File: src/rtl/perf_monitor_if.sv
// perf_monitor_if: control, event and readback signals of perf_monitor.
//   start_i   run enable
//   clr_i     synchronous clear of live counters, overflow flags and done
//   event_i   per-cycle event strobes, bit k feeds event counter k
//   snap_i    copy live counters into the shadow bank
//   rd_idx_i  shadow read select (0 = cycle, k = event k-1)
//   rd_data_o registered shadow read data
//   cycle_o   live cycle counter
//   done_o    high while the run limit has been reached
//   ovf_o     sticky overflow flags (bit 0 = cycle, bit k = event k-1)
interface perf_monitor_if #(
  parameter int unsigned NUM_EVENTS = 2,
  parameter int unsigned CNT_W      = 32
) ();
  localparam int unsigned IDX_W = $clog2(NUM_EVENTS + 1);

  logic                  start_i;
  logic                  clr_i;
  logic [NUM_EVENTS-1:0] event_i;
  logic                  snap_i;
  logic [IDX_W-1:0]      rd_idx_i;
  logic [CNT_W-1:0]      rd_data_o;
  logic [CNT_W-1:0]      cycle_o;
  logic                  done_o;
  logic [NUM_EVENTS:0]   ovf_o;

  modport master (
    output start_i, clr_i, event_i, snap_i, rd_idx_i,
    input  rd_data_o, cycle_o, done_o, ovf_o
  );

  modport slave (
    input  start_i, clr_i, event_i, snap_i, rd_idx_i,
    output rd_data_o, cycle_o, done_o, ovf_o
  );
endinterface

File: src/rtl/perf_monitor.sv
// perf_monitor: run-length limited cycle counter plus NUM_EVENTS event
// counters, with a snapshot (shadow) bank and a registered readback port.
//   clk_i  clock, all state on rising edge
//   rst_i  asynchronous active-high reset
//   bus    perf_monitor_if.slave (start/clr/event/snap/rd_idx in,
//          rd_data/cycle/done/ovf out)
// Counter index 0 is the cycle counter, index k is event k-1.
module perf_monitor #(
  parameter int unsigned NUM_EVENTS = 2,
  parameter int unsigned CNT_W      = 32,
  parameter int unsigned MAX_CYCLES = 64,
  parameter bit          SATURATE   = 1'b0
) (
  input logic           clk_i,
  input logic           rst_i,
  perf_monitor_if.slave bus
);
  localparam int unsigned NCNT  = NUM_EVENTS + 1;
  localparam int unsigned IDX_W = $clog2(NUM_EVENTS + 1);
  // Limit compared at 65 bits so a limit beyond the counter range never matches.
  localparam logic [64:0] LIMIT = 65'(MAX_CYCLES);

  typedef enum logic [1:0] {
    IDLE = 2'd0,
    RUN  = 2'd1,
    DONE = 2'd2
  } state_t;

  state_t           state, state_nxt;
  logic [CNT_W-1:0] cnt     [NCNT];
  logic [CNT_W-1:0] cnt_nxt [NCNT];
  logic [CNT_W-1:0] shadow  [NCNT];
  logic [NCNT-1:0]  ovf, ovf_nxt;
  logic [NCNT-1:0]  inc;
  logic [CNT_W-1:0] rd_sel;
  logic [CNT_W-1:0] rd_data;
  logic             count_en;
  logic             limit_hit;
  logic             done;

  // Counting only happens on RUN edges that stay in RUN (start held, no clear).
  always_comb begin
    count_en = (state == RUN) && bus.start_i && !bus.clr_i;
    inc      = '0;
    inc[0]   = count_en;
    for (int unsigned k = 0; k < NUM_EVENTS; k++) begin
      inc[k+1] = count_en && bus.event_i[k];
    end
  end

  // Next counter values and sticky overflow flags.
  always_comb begin
    ovf_nxt = ovf;
    for (int unsigned k = 0; k < NCNT; k++) begin
      cnt_nxt[k] = cnt[k];
      if (bus.clr_i) begin
        cnt_nxt[k] = '0;
        ovf_nxt[k] = 1'b0;
      end else if (inc[k]) begin
        if (cnt[k] == '1) begin
          ovf_nxt[k] = 1'b1;
          cnt_nxt[k] = SATURATE ? cnt[k] : '0;
        end else begin
          cnt_nxt[k] = cnt[k] + CNT_W'(1);
        end
      end
    end
  end

  assign limit_hit = (MAX_CYCLES != 0) && (65'(cnt_nxt[0]) == LIMIT);

  // FSM: state register
  always_ff @(posedge clk_i or posedge rst_i) begin
    if (rst_i) begin
      state <= IDLE;
    end else begin
      state <= state_nxt;
    end
  end

  // FSM: next state (clear overrides every transition)
  always_comb begin
    state_nxt = state;
    if (bus.clr_i) begin
      state_nxt = IDLE;
    end else begin
      unique case (state)
        IDLE: if (bus.start_i) state_nxt = RUN;
        RUN: begin
          if (!bus.start_i) begin
            state_nxt = IDLE;
          end else if (limit_hit) begin
            state_nxt = DONE;
          end
        end
        DONE:    state_nxt = DONE;
        default: state_nxt = IDLE;
      endcase
    end
  end

  // FSM: outputs
  always_comb begin
    done = (state == DONE);
  end

  always_ff @(posedge clk_i or posedge rst_i) begin
    if (rst_i) begin
      for (int unsigned k = 0; k < NCNT; k++) begin
        cnt[k] <= '0;
      end
      ovf <= '0;
    end else begin
      for (int unsigned k = 0; k < NCNT; k++) begin
        cnt[k] <= cnt_nxt[k];
      end
      ovf <= ovf_nxt;
    end
  end

  // Shadow takes the pre-update (pre-increment, pre-clear) live values.
  always_ff @(posedge clk_i or posedge rst_i) begin
    if (rst_i) begin
      for (int unsigned k = 0; k < NCNT; k++) begin
        shadow[k] <= '0;
      end
    end else if (bus.snap_i) begin
      for (int unsigned k = 0; k < NCNT; k++) begin
        shadow[k] <= cnt[k];
      end
    end
  end

  // Read select; codes above NUM_EVENTS fall through to zero.
  always_comb begin
    rd_sel = '0;
    for (int unsigned k = 0; k < NCNT; k++) begin
      if (bus.rd_idx_i == IDX_W'(k)) begin
        rd_sel = shadow[k];
      end
    end
  end

  always_ff @(posedge clk_i or posedge rst_i) begin
    if (rst_i) begin
      rd_data <= '0;
    end else begin
      rd_data <= rd_sel;
    end
  end

  assign bus.rd_data_o = rd_data;
  assign bus.cycle_o   = cnt[0];
  assign bus.done_o    = done;
  assign bus.ovf_o     = ovf;
endmodule
File: src/flat_wrapper.sv
// flat-port wrapper written by rule: the top's interface ports become plain ports
module perf_monitor_flat 
#(
  parameter int unsigned NUM_EVENTS = 2,
  parameter int unsigned CNT_W      = 32,
  parameter int unsigned MAX_CYCLES = 64,
  parameter bit          SATURATE   = 1'b0
)
  (clk_i, rst_i, bus_start_i, bus_clr_i, bus_event_i, bus_snap_i, bus_rd_idx_i, bus_rd_data_o, bus_cycle_o, bus_done_o, bus_ovf_o);
  perf_monitor_if #(.NUM_EVENTS(NUM_EVENTS), .CNT_W(CNT_W)) bus_i ();
  input logic clk_i;
  input logic rst_i;
  input wire logic [$bits(bus_i.start_i)-1:0] bus_start_i;
  input wire logic [$bits(bus_i.clr_i)-1:0] bus_clr_i;
  input wire logic [$bits(bus_i.event_i)-1:0] bus_event_i;
  input wire logic [$bits(bus_i.snap_i)-1:0] bus_snap_i;
  input wire logic [$bits(bus_i.rd_idx_i)-1:0] bus_rd_idx_i;
  output wire logic [$bits(bus_i.rd_data_o)-1:0] bus_rd_data_o;
  output wire logic [$bits(bus_i.cycle_o)-1:0] bus_cycle_o;
  output wire logic [$bits(bus_i.done_o)-1:0] bus_done_o;
  output wire logic [$bits(bus_i.ovf_o)-1:0] bus_ovf_o;
  assign bus_i.start_i = bus_start_i;
  assign bus_i.clr_i = bus_clr_i;
  assign bus_i.event_i = bus_event_i;
  assign bus_i.snap_i = bus_snap_i;
  assign bus_i.rd_idx_i = bus_rd_idx_i;
  assign bus_rd_data_o = bus_i.rd_data_o;
  assign bus_cycle_o = bus_i.cycle_o;
  assign bus_done_o = bus_i.done_o;
  assign bus_ovf_o = bus_i.ovf_o;
  perf_monitor #(.NUM_EVENTS(NUM_EVENTS), .CNT_W(CNT_W), .MAX_CYCLES(MAX_CYCLES), .SATURATE(SATURATE)) u_core (.clk_i(clk_i), .rst_i(rst_i), .bus(bus_i));
endmodule
File: config.mk
export PLATFORM = sky130hd
export DESIGN_NAME = perf_monitor_flat
export DESIGN_NICKNAME = d
export VERILOG_FILES = /design/src/rtl/perf_monitor_if.sv /design/src/rtl/perf_monitor.sv /design/src/flat_wrapper.sv
export SDC_FILE = /design/constraint.sdc
export NUM_CORES = 1
export LEC_CHECK = 0
export CORE_MARGIN = 2
export CORE_UTILIZATION = 25
export DETAILED_ROUTE_END_ITERATION = 10
export HOLD_SLACK_MARGIN = 0.06
export PLACE_DENSITY = 0.52
export SLEW_MARGIN = 20
export SYNTH_ARGS = -nofsm -noshare
export SYNTH_HDL_FRONTEND = slang
export SYNTH_SLANG_ARGS = --single-unit
File: constraint.sdc
create_clock -name clk_i -period 9.2 [get_ports clk_i]
set_clock_uncertainty 0.2 [all_clocks]
set_input_delay 2.76 -clock clk_i [delete_from_list [all_inputs] [get_ports clk_i]]
set_output_delay 2.76 -clock clk_i [all_outputs]
set_load 0.03 [all_outputs]
==> results.json, run 1 <==
{
  "gp_congestion": 0.907,
  "synth_top_family_by_area": "simple AND/OR/NAND/NOR gates",
  "grt_overflow": 0,
  "die_h_um": 212,
  "fin_crit_ns": 5.33,
  "clk-insertion-delay-late_ns": 0.52,
  "drt-wirelength-per-cell_um": 17.4,
  "fin_crit_sh": 0.579,
  "hold_start": "u_core.shadow[3]",
  "hold_class": "reg -> reg",
  "clock_power_share": 0.475,
  "layout_common_cells": "dfrtp_1 (229), nor2_1 (111), mux2_2 (96)",
  "worst_slew_pin_slew_ns": 1.08,
  "cts_tree": "built",
  "firstDrtPassIters": 5,
  "cellLeakagePower_nw": 5.61,
  "power.switching_mw": 0.475,
  "yosys.area.top_type": "dfrtp_1",
  "portBuffers": 76,
  "setup_viol": 0,
  "synth_xor_area_frac": 0.0689,
  "finalNetCount": 1025,
  "antenna_found_initial": 0,
  "holdPathStages": 2,
  "drt_iter0_markers": 446,
  "cp-end-kind": "flip-flop",
  "ant_nets": 0,
  "numCtsBuffers": 27,
  "r2r-start": "u_core.cnt[43]",
  "synth_cell_types": 63,
  "syn-instance-count": 982,
  "io_pins": 77,
  "synth_edf_count": 0,
  "p_sw_frac": 0.223,
  "final_max_slew_viol_count": 0,
  "power_frac_comb": 0.043,
  "hold_viol": 0,
  "layoutNonFillerInstCount": 1611,
  "start_kind": "primary input",
  "holdWs_ns": 0.276,
  "cts_hold_buf": 0,
  "path_max_fanout": 10,
  "seq_area_frac_synth": 0.530,
  "synth_compound_area_frac": 0.0439,
  "seq_power_share": 0.482,
  "cts_setup_buffers": 0,
  "dieArea_um2": 44900,
  "synth_adder_area_share": 0.00347,
  "htreeDepth": 1,
  "status": "complete, no violations",
  "row_count": 76,
  "initial_core_util": 0.252,
  "layout_commonest_cell": "dfrtp_1",
  "slew_headroom": 0.279,
  "critical_path_class": "in -> reg",
  "synthSimpleGateAreaFrac": 0.170,
  "die_w_um": 212,
  "fin_total_pwr_mw": 2.13,
  "max_stage_delay_ns": 0.61,
  "slowest_stage": "clkdlybuf4s50_1",
  "fmax_mhz": 188,
  "clock_sinks": 229,
  "drt-total-wl_mm": 28.0,
  "drc": 0,
  "grt_pass1_wl_mm": 44.2,
  "finalWorstSetupSlack_ns": 3.87,
  "grt_pass1_vias": 7382,
  "synthMuxAreaShare": 0.133,
  "vias": 7282,
  "grt_use_total": 0.126,
  "clockRootBuffer": "clkbuf_16",
  "rsz0062_at_grt": "false",
  "antenna_cells": 0,
  "power_density_nw_per_um2": 168,
  "cap_violations": 0,
  "reg2reg_depth": 7,
  "intPower_mw": 1.66,
  "syn_area_per_cell_um2": 11.0,
  "yosys_warnings": 0,
  "ir_drop_mv": 0.123,
  "clock_path_buffers": 3,
  "placedCellCount": 1569,
  "ys_top_cells_by_area": "dfrtp_1 (53%), mux2_2 (10%), xor2_1 (4.4%)",
  "synth_top_area_frac": 0.530,
  "syn_nets": 994,
  "synth_seq_cells": 229,
  "hpwlAfterDp_mm": 19.6,
  "r2r-end": "u_core.cnt[56]",
  "cp.required_ns": 9.40,
  "tns_ns": 0,
  "syn2layout_area_growth_pct": 17.6,
  "detail_route.vias_per_cell": 4.52,
  "async_flop_share": 1.00,
  "crit_arrival_ns": 5.53,
  "hold_end": "u_core.bus.rd_data_o[3]",
  "worstPathCellList": "clkdlybuf4s50_1 -> nand3b_4 -> or4_1 -> nor4_1 -> xnor2_1 -> nand4_1 -> nor4_1 -> nand4_1 -> and3_1",
  "yosys_most_used_dff": "dfrtp_1",
  "syn_area_um2": 10800,
  "cts.reportedPaths.clkPinSlew_ns": 0.06,
  "detailedPlace.worstSlack_ns": 3.38,
  "coreArea_um2": 42900,
  "post_cts_resized": 0,
  "layout-drive-gt1-share": 0.168,
  "grt_max_degree": 149,
  "ff2ff_setup_slack_ns": 5.74
}
-- flip-flops by register name, indices dropped and copies added (netlist names) --
signal	flops
u_core.shadow	96
u_core.cnt	64
u_core.bus.cycle_o	32
u_core.bus.rd_data_o	32
u_core.bus.ovf_o	3
u_core.state	2
-- per-layer routing --
| metal | up-vias | wire (um) | global-route usage |
|---|---|---|---|
| li1 | 3433 | - | - |
| met2 | 125 | 13000 | 0.200 |
| met3 | 33 | 998 | 0.0157 |
| met1 | 3691 | 13600 | 0.183 |
| met5 | - | 0 | 0 |
| met4 | 0 | 371 | 0.0284 |
-- per-stage QoR --
| step | util | instance area [um2] |
|---|---|---|
| finish | 0.296 | 12700 |
| global route | 0.296 | 12700 |
| CTS | 0.296 | 12700 |
| detailed placement | 0.277 | 11900 |
| global placement | 0.277 | 11900 |
| floorplan | - | 10800 |
-- cells by family (layout without fill, tap and decap cells) --
| kind of cell | count (synthesis) | in the layout |
|---|---|---|
| buffers and inverters | 93 | 137 |
| XOR/XNOR | 85 | 85 |
| AND/OR/NAND/NOR | 359 | 359 |
| AO/OA/AOI/OAI | 81 | 81 |
| flip-flops | 229 | 229 |
| multiplexers | 132 | 132 |
| adder cells (fa/ha/maj) | 3 | 3 |
-- worst max path at each step --
stage                     slack, ns                     to  cells past startpoint        start
after global routing           3.64        u_core.state[0]                      9  bus_start_i
after global placement         3.43        u_core.state[0]                      9  bus_start_i
after floorplan                3.25  u_core.bus.cycle_o[0]                      1        rst_i
final                          3.87        u_core.state[0]                      9  bus_start_i
after CTS                      3.92        u_core.state[0]                      9  bus_start_i
after detailed placement       3.38        u_core.state[0]                      9  bus_start_i
-- cells in the mapped netlist (all sizes together) (13+ instances only) --
| master | n |
|---|---|
| xnor2 | 31 |
| nor3 | 18 |
| nand3 | 42 |
| o21ai | 51 |
| nor4 | 13 |
| nand2 | 82 |
| xor2 | 54 |
| nor2 | 113 |
| mux2 | 96 |
| buf | 50 |
| nand4 | 29 |
| mux2i | 36 |
| clkbuf | 34 |
| dfrtp | 229 |
-- worst max-delay path, delay by kind of cell --
family                 cells  cell delay [ns]
AND/OR/NAND/NOR            7             1.97
XOR/XNOR                   1             0.19
buffers and inverters      1             0.61
-- cell type report --
cell class	count	area [um2]
Timing Repair Buffer	86	841
Fill cell	4403	30200
Multi-Input combinational cell	660	4540
Tap cell	585	732
Inverter	9	37.5
Clock inverter	5	78.8
Clock buffer	37	743
Sequential cell	229	5730
-- power by group through the flow --
stage	registers (mW)	clock network, mW	logic [mW]
2_1_floorplan	1.05	0	0.0616
3_5_place_dp	1.05	0	0.0954
6_report	1.03	1.01	0.0926
4_1_cts	1.03	1.04	0.0955
5_1_grt	1.03	1.09	0.103
3_3_place_gp	1.05	0	0.0948
Power figures use the tool's default switching activity.
==> inputs of run 2 (changes only) <==
--- a/config.mk
+++ b/config.mk
@@ -9,7 +9,7 @@
 export CORE_UTILIZATION = 25
 export DETAILED_ROUTE_END_ITERATION = 10
 export HOLD_SLACK_MARGIN = 0.06
-export PLACE_DENSITY = 0.52
+export PLACE_DENSITY = 0.51
 export SLEW_MARGIN = 20
 export SYNTH_ARGS = -nofsm -noshare
 export SYNTH_HDL_FRONTEND = slang
==> constraint.sdc (replaced) <==
create_clock -name clk_i -period 5 [get_ports clk_i]
set_clock_uncertainty 0.2 [all_clocks]
set_input_delay 1.5 -clock clk_i [delete_from_list [all_inputs] [get_ports clk_i]]
set_output_delay 1.5 -clock clk_i [all_outputs]
set_load 0.03 [all_outputs]
==> run 2 against run 1 <==
Core utilization about the same; non-clock buffer count up 5; total power up 82%; first-iteration DRC count is 4.0% lower; clock power up 80%; largest cell class unchanged; critical path type unchanged; sequential share of layout area decreased by 0.067 points; clock-buffer cell count grew 2; die area did not move.
==> results.json, run 2 (same netlist as run 1, synthesis figures left out) <==
{
  "status": "complete, no violations",
  "grt_pass1_wl_mm": 44.3,
  "io_pins": 77,
  "coreArea_um2": 42900,
  "tns_ns": 0,
  "gp_congestion": 0.864,
  "syn2layout_area_growth_pct": 17.7,
  "clock_path_buffers": 3,
  "grt_max_degree": 105,
  "die_w_um": 212,
  "drt_iter0_markers": 428,
  "critical_path_class": "in -> reg",
  "grt_pass1_vias": 7332,
  "power_frac_comb": 0.045,
  "crit_arrival_ns": 4.28,
  "die_h_um": 212,
  "cellLeakagePower_nw": 5.62,
  "r2r-start": "u_core.bus.cycle_o[0]",
  "largest_reg_flops": 96,
  "cp-end-kind": "flip-flop",
  "cts.reportedPaths.clkPinSlew_ns": 0.06,
  "firstDrtPassIters": 5,
  "htreeDepth": 1,
  "vias": 7310,
  "grt_use_total": 0.127,
  "drt-total-wl_mm": 28.2,
  "hold_end": "u_core.bus.rd_data_o[10]",
  "clock_sinks": 229,
  "layout_commonest_cell": "dfrtp_1",
  "row_count": 76,
  "p_sw_frac": 0.224,
  "slew_headroom": 0.454,
  "rsz0062_at_grt": "false",
  "cap_violations": 0,
  "numCtsBuffers": 27,
  "antenna_cells": 0,
  "cp.required_ns": 5.21,
  "initial_core_util": 0.252,
  "cts_tree": "built",
  "reg.largest.list": "u_core.shadow x96, u_core.cnt x64",
  "cts_hold_buf": 0,
  "holdPathStages": 2,
  "finalWorstSetupSlack_ns": 0.931,
  "power_density_nw_per_um2": 305,
  "finalNetCount": 1030,
  "ant_nets": 0,
  "start_kind": "primary input",
  "layout_common_cells": "dfrtp_1 (229), nor2_1 (111), mux2_2 (96)",
  "path_max_fanout": 10,
  "fin_crit_sh": 0.814,
  "fmax_mhz": 246,
  "drc": 0,
  "detailedPlace.worstSlack_ns": 0.392,
  "clockRootBuffer": "clkbuf_16",
  "dieArea_um2": 44900,
  "intPower_mw": 3.01,
  "regMostFlops": "u_core.shadow",
  "clk-insertion-delay-late_ns": 0.53,
  "reg2reg_depth": 9,
  "ir_drop_mv": 0.224,
  "hold_class": "reg -> reg",
  "worst_slew_pin_slew_ns": 0.818,
  "seq_power_share": 0.486,
  "final_max_slew_viol_count": 0,
  "fin_crit_ns": 4.07,
  "layout-drive-gt1-share": 0.170,
  "power.switching_mw": 0.872,
  "fillers": 4421,
  "setup_viol": 0,
  "hold_start": "u_core.shadow[10]",
  "hold_viol": 0,
  "detail_route.vias_per_cell": 4.53,
  "portBuffers": 76,
  "clock_power_share": 0.469,
  "ff2ff_setup_slack_ns": 1.66,
  "post_cts_resized": 0,
  "r2r-end": "u_core.state[0]",
  "hpwlAfterDp_mm": 20.0,
  "drt-wirelength-per-cell_um": 17.4,
  "cts_setup_buffers": 0,
  "fin_total_pwr_mw": 3.89,
  "antenna_found_initial": 0,
  "grt_overflow": 0
}
-- run 2: power groups by stage --
stage / Sequential, mW / Combinational [mW] / Clock [mW]
2_1_floorplan: 1.93 / 0.113 / 0
3_3_place_gp: 1.92 / 0.179 / 0
3_5_place_dp: 1.92 / 0.180 / 0
4_1_cts: 1.89 / 0.180 / 1.88
5_1_grt: 1.89 / 0.195 / 1.95
6_report: 1.89 / 0.174 / 1.82
-- run 2: worst max-delay path by stage --
| stage | depth (start not counted) | slack (ns) | from | to |
|---|---|---|---|---|
| floorplan | 1 | 0.31 | rst_i | u_core.bus.cycle_o[0] |
| global placement | 9 | 0.36 | bus_start_i | u_core.state[0] |
| detailed placement | 9 | 0.39 | bus_start_i | u_core.state[0] |
| CTS | 9 | 0.94 | bus_start_i | u_core.state[0] |
| global route | 9 | 0.69 | bus_start_i | u_core.state[0] |
| finish | 9 | 0.93 | bus_start_i | u_core.state[0] |
-- run 2: stage by stage --
stage | hold slack, ns | cell area (um2) | std cells | util
2_1_floorplan | 0.246 | 10800 | 982 | -
3_3_place_gp | 0.269 | 11900 | 1574 | 0.278
3_5_place_dp | 0.267 | 11900 | 1574 | 0.278
4_1_cts | 0.281 | 12700 | 1615 | 0.297
5_1_grt | 0.313 | 12700 | 1615 | 0.297
6_report | 0.282 | 12700 | 1615 | 0.297
-- run 2: final cells by class --
class                   count  area, um2  area share
inverters                   9       37.5     0.00295
multi-input cells         660       4540       0.357
clock buffers              39        761      0.0598
clock inverters             2       35.0     0.00275
well taps                 585        732      0.0575
repair buffers             91        891      0.0700
flip-flops and latches    229       5730       0.450
-- run 2: critical path, stage by stage --
cell and delay (ns):
clkdlybuf4s50_1 0.67, nand3b_4 0.17, or4_1 0.59, nor4_1 0.33
xnor2_1 0.19, nand4_1 0.12, nor4_1 0.37, nand4_1 0.12
and3_1 0.20
-- run 2: metal layers --
layer	part of all wire	track usage	up-vias
met5	0	0	-
met4	0.013	0.0250	0
met3	0.037	0.0190	27
met2	0.46	0.200	137
met1	0.49	0.185	3706
li1	-	-	3440
==> inputs of run 3 (changes only) <==
==> constraint.sdc (replaced) <==
create_clock -name clk_i -period 4.1 [get_ports clk_i]
set_clock_uncertainty 0.2 [all_clocks]
set_input_delay 1.23 -clock clk_i [delete_from_list [all_inputs] [get_ports clk_i]]
set_output_delay 1.23 -clock clk_i [all_outputs]
set_load 0.03 [all_outputs]
==> run 3 against run 2 <==
Critical path depth stayed put; sequential power is 22% higher; clock power is 30% higher; critical path type unchanged; largest cell class unchanged; highest routed layer unchanged.
==> results.json, run 3 (same netlist as run 1, synthesis figures left out) <==
{
  "place_area_um2": 12100,
  "vias": 7361,
  "hold_end": "u_core.bus.rd_data_o[19]",
  "grt_pass1_vias": 7482,
  "detail_route.vias_per_cell": 4.48,
  "firstDrtPassIters": 5,
  "hold_start": "u_core.shadow[19]",
  "final_max_slew_viol_count": 0,
  "clock_power_share": 0.483,
  "cts_hold_buf": 0,
  "seq_power_share": 0.472,
  "fillers": 4456,
  "drt-total-wl_mm": 28.1,
  "coreArea_um2": 42900,
  "grt_use_total": 0.128,
  "hold_class": "reg -> reg",
  "cp.required_ns": 4.30,
  "hold_viol": 0,
  "cp-end-kind": "flip-flop",
  "drt_iter0_markers": 519,
  "holdPathStages": 2,
  "setup_viol": 0,
  "reg2reg_depth": 9,
  "grt_overflow": 0,
  "grt_max_degree": 115,
  "portBuffers": 76,
  "power.switching_mw": 1.11,
  "layout_commonest_cell": "dfrtp_1",
  "multiInputGateArea_um2": 4540,
  "reg.largest.list": "u_core.shadow x96, u_core.cnt x64",
  "largest_reg_flops": 96,
  "cts.reportedPaths.clkPinSlew_ns": 0.06,
  "clock_path_buffers": 3,
  "start_kind": "primary input",
  "slew_headroom": 0.527,
  "clock_sinks": 229,
  "clk-insertion-delay-late_ns": 0.52,
  "gp_congestion": 0.865,
  "hpwlAfterDp_mm": 20.0,
  "antenna_found_initial": 0,
  "fin_crit_sh": 0.879,
  "drc": 0,
  "grt_pass1_wl_mm": 44.7,
  "fin_crit_ns": 3.60,
  "antenna_cells": 0,
  "regMostFlops": "u_core.shadow",
  "seqCellArea_um2": 5730,
  "numCtsBuffers": 27,
  "crit_arrival_ns": 3.81,
  "power_frac_comb": 0.045,
  "finalWorstSetupSlack_ns": 0.497,
  "status": "complete, no violations",
  "io_pins": 77,
  "critical_path_class": "in -> reg",
  "ant_nets": 0,
  "dieArea_um2": 44900,
  "detailedPlace.worstSlack_ns": -0.0321,
  "cts_setup_buffers": 0,
  "row_count": 76,
  "die_h_um": 212,
  "worst_slew_pin_slew_ns": 0.704,
  "path_max_fanout": 6,
  "rsz0062_at_grt": "false",
  "power_density_nw_per_um2": 376,
  "ir_drop_mv": 0.285,
  "drt-wirelength-per-cell_um": 17.1,
  "fmax_mhz": 278,
  "intPower_mw": 3.77,
  "design_area_um2": 13000,
  "syn2layout_area_growth_pct": 20.3,
  "cap_violations": 0,
  "finalNetCount": 1050,
  "r2r-end": "u_core.state[0]",
  "cellLeakagePower_nw": 5.78,
  "htreeDepth": 1,
  "die_w_um": 212,
  "post_cts_resized": 0,
  "ff2ff_setup_slack_ns": 0.79,
  "cts_tree": "built",
  "fin_total_pwr_mw": 4.89,
  "p_sw_frac": 0.228,
  "layout_common_cells": "dfrtp_1 (229), nor2_1 (111), mux2_2 (96)",
  "clockRootBuffer": "clkbuf_16",
  "layout-drive-gt1-share": 0.198,
  "r2r-start": "u_core.bus.cycle_o[1]",
  "initial_core_util": 0.252
}
## run 3: cell count changes in the layout (fill, tap and decap cells not counted)
cell	change
clkinv_2	+4
clkbuf_1	-6
buf_4	+18
buf_12	+2
clkinv_4	+2
inv_6	+1
clkbuf_8	+4
clkinvlp_4	+3
## run 3: worst max-delay path by stage
stage	to	slack [ns]	from	cells after the start
2_1_floorplan	u_core.bus.cycle_o[0]	-0.32	rst_i	1
3_3_place_gp	u_core.state[0]	-0.05	bus_start_i	9
3_5_place_dp	u_core.state[0]	-0.03	bus_start_i	9
4_1_cts	u_core.state[0]	0.51	bus_start_i	9
5_1_grt	u_core.state[0]	0.26	bus_start_i	9
6_report	u_core.state[0]	0.50	bus_start_i	9
## run 3: power groups by stage
stage / clock (mW) / combinational (mW) / sequential, mW
after floorplan: 0 / 0.138 / 2.35
after global placement: 0 / 0.226 / 2.35
after detailed placement: 0 / 0.228 / 2.35
after CTS: 2.44 / 0.228 / 2.30
after global routing: 2.54 / 0.246 / 2.31
final: 2.36 / 0.220 / 2.30
## run 3: per-layer routing
| metal | share of wire | GRT usage | up-vias |
|---|---|---|---|
| met5 | 0 | 0 | - |
| met3 | 0.035 | 0.0179 | 35 |
| met1 | 0.49 | 0.186 | 3699 |
| met2 | 0.46 | 0.201 | 129 |
| met4 | 0.017 | 0.0282 | 0 |
| li1 | - | - | 3498 |
## run 3: per-stage QoR
| stage | util | instances | setup TNS, ns | hold slack, ns |
|---|---|---|---|---|
| after floorplan | - | 982 | -74.19 | 0.246 |
| after global placement | 0.282 | 1594 | -0.0539 | 0.271 |
| after detailed placement | 0.282 | 1594 | -0.0435 | 0.260 |
| after CTS | 0.303 | 1643 | 0 | 0.276 |
| after global routing | 0.303 | 1643 | 0 | 0.309 |
| final | 0.303 | 1643 | 0 | 0.279 |
## run 3: layout make-up
class / instances / area share
sequential: 229 / 0.441
multi-input combinational: 660 / 0.349
timing repair buffer: 111 / 0.0820
tap: 585 / 0.0563
clock buffer: 37 / 0.0610
inverter: 9 / 0.00289
clock inverter: 12 / 0.00799
## run 3: critical path, stage by stage
cell and delay [ns]:
clkdlybuf4s50_1 0.54, nand3b_4 0.12, or4_1 0.52, nor4_1 0.35, xnor2_1 0.19, nand4_1 0.12, nor4_1 0.39, nand4_1 0.15
and3_1 0.20
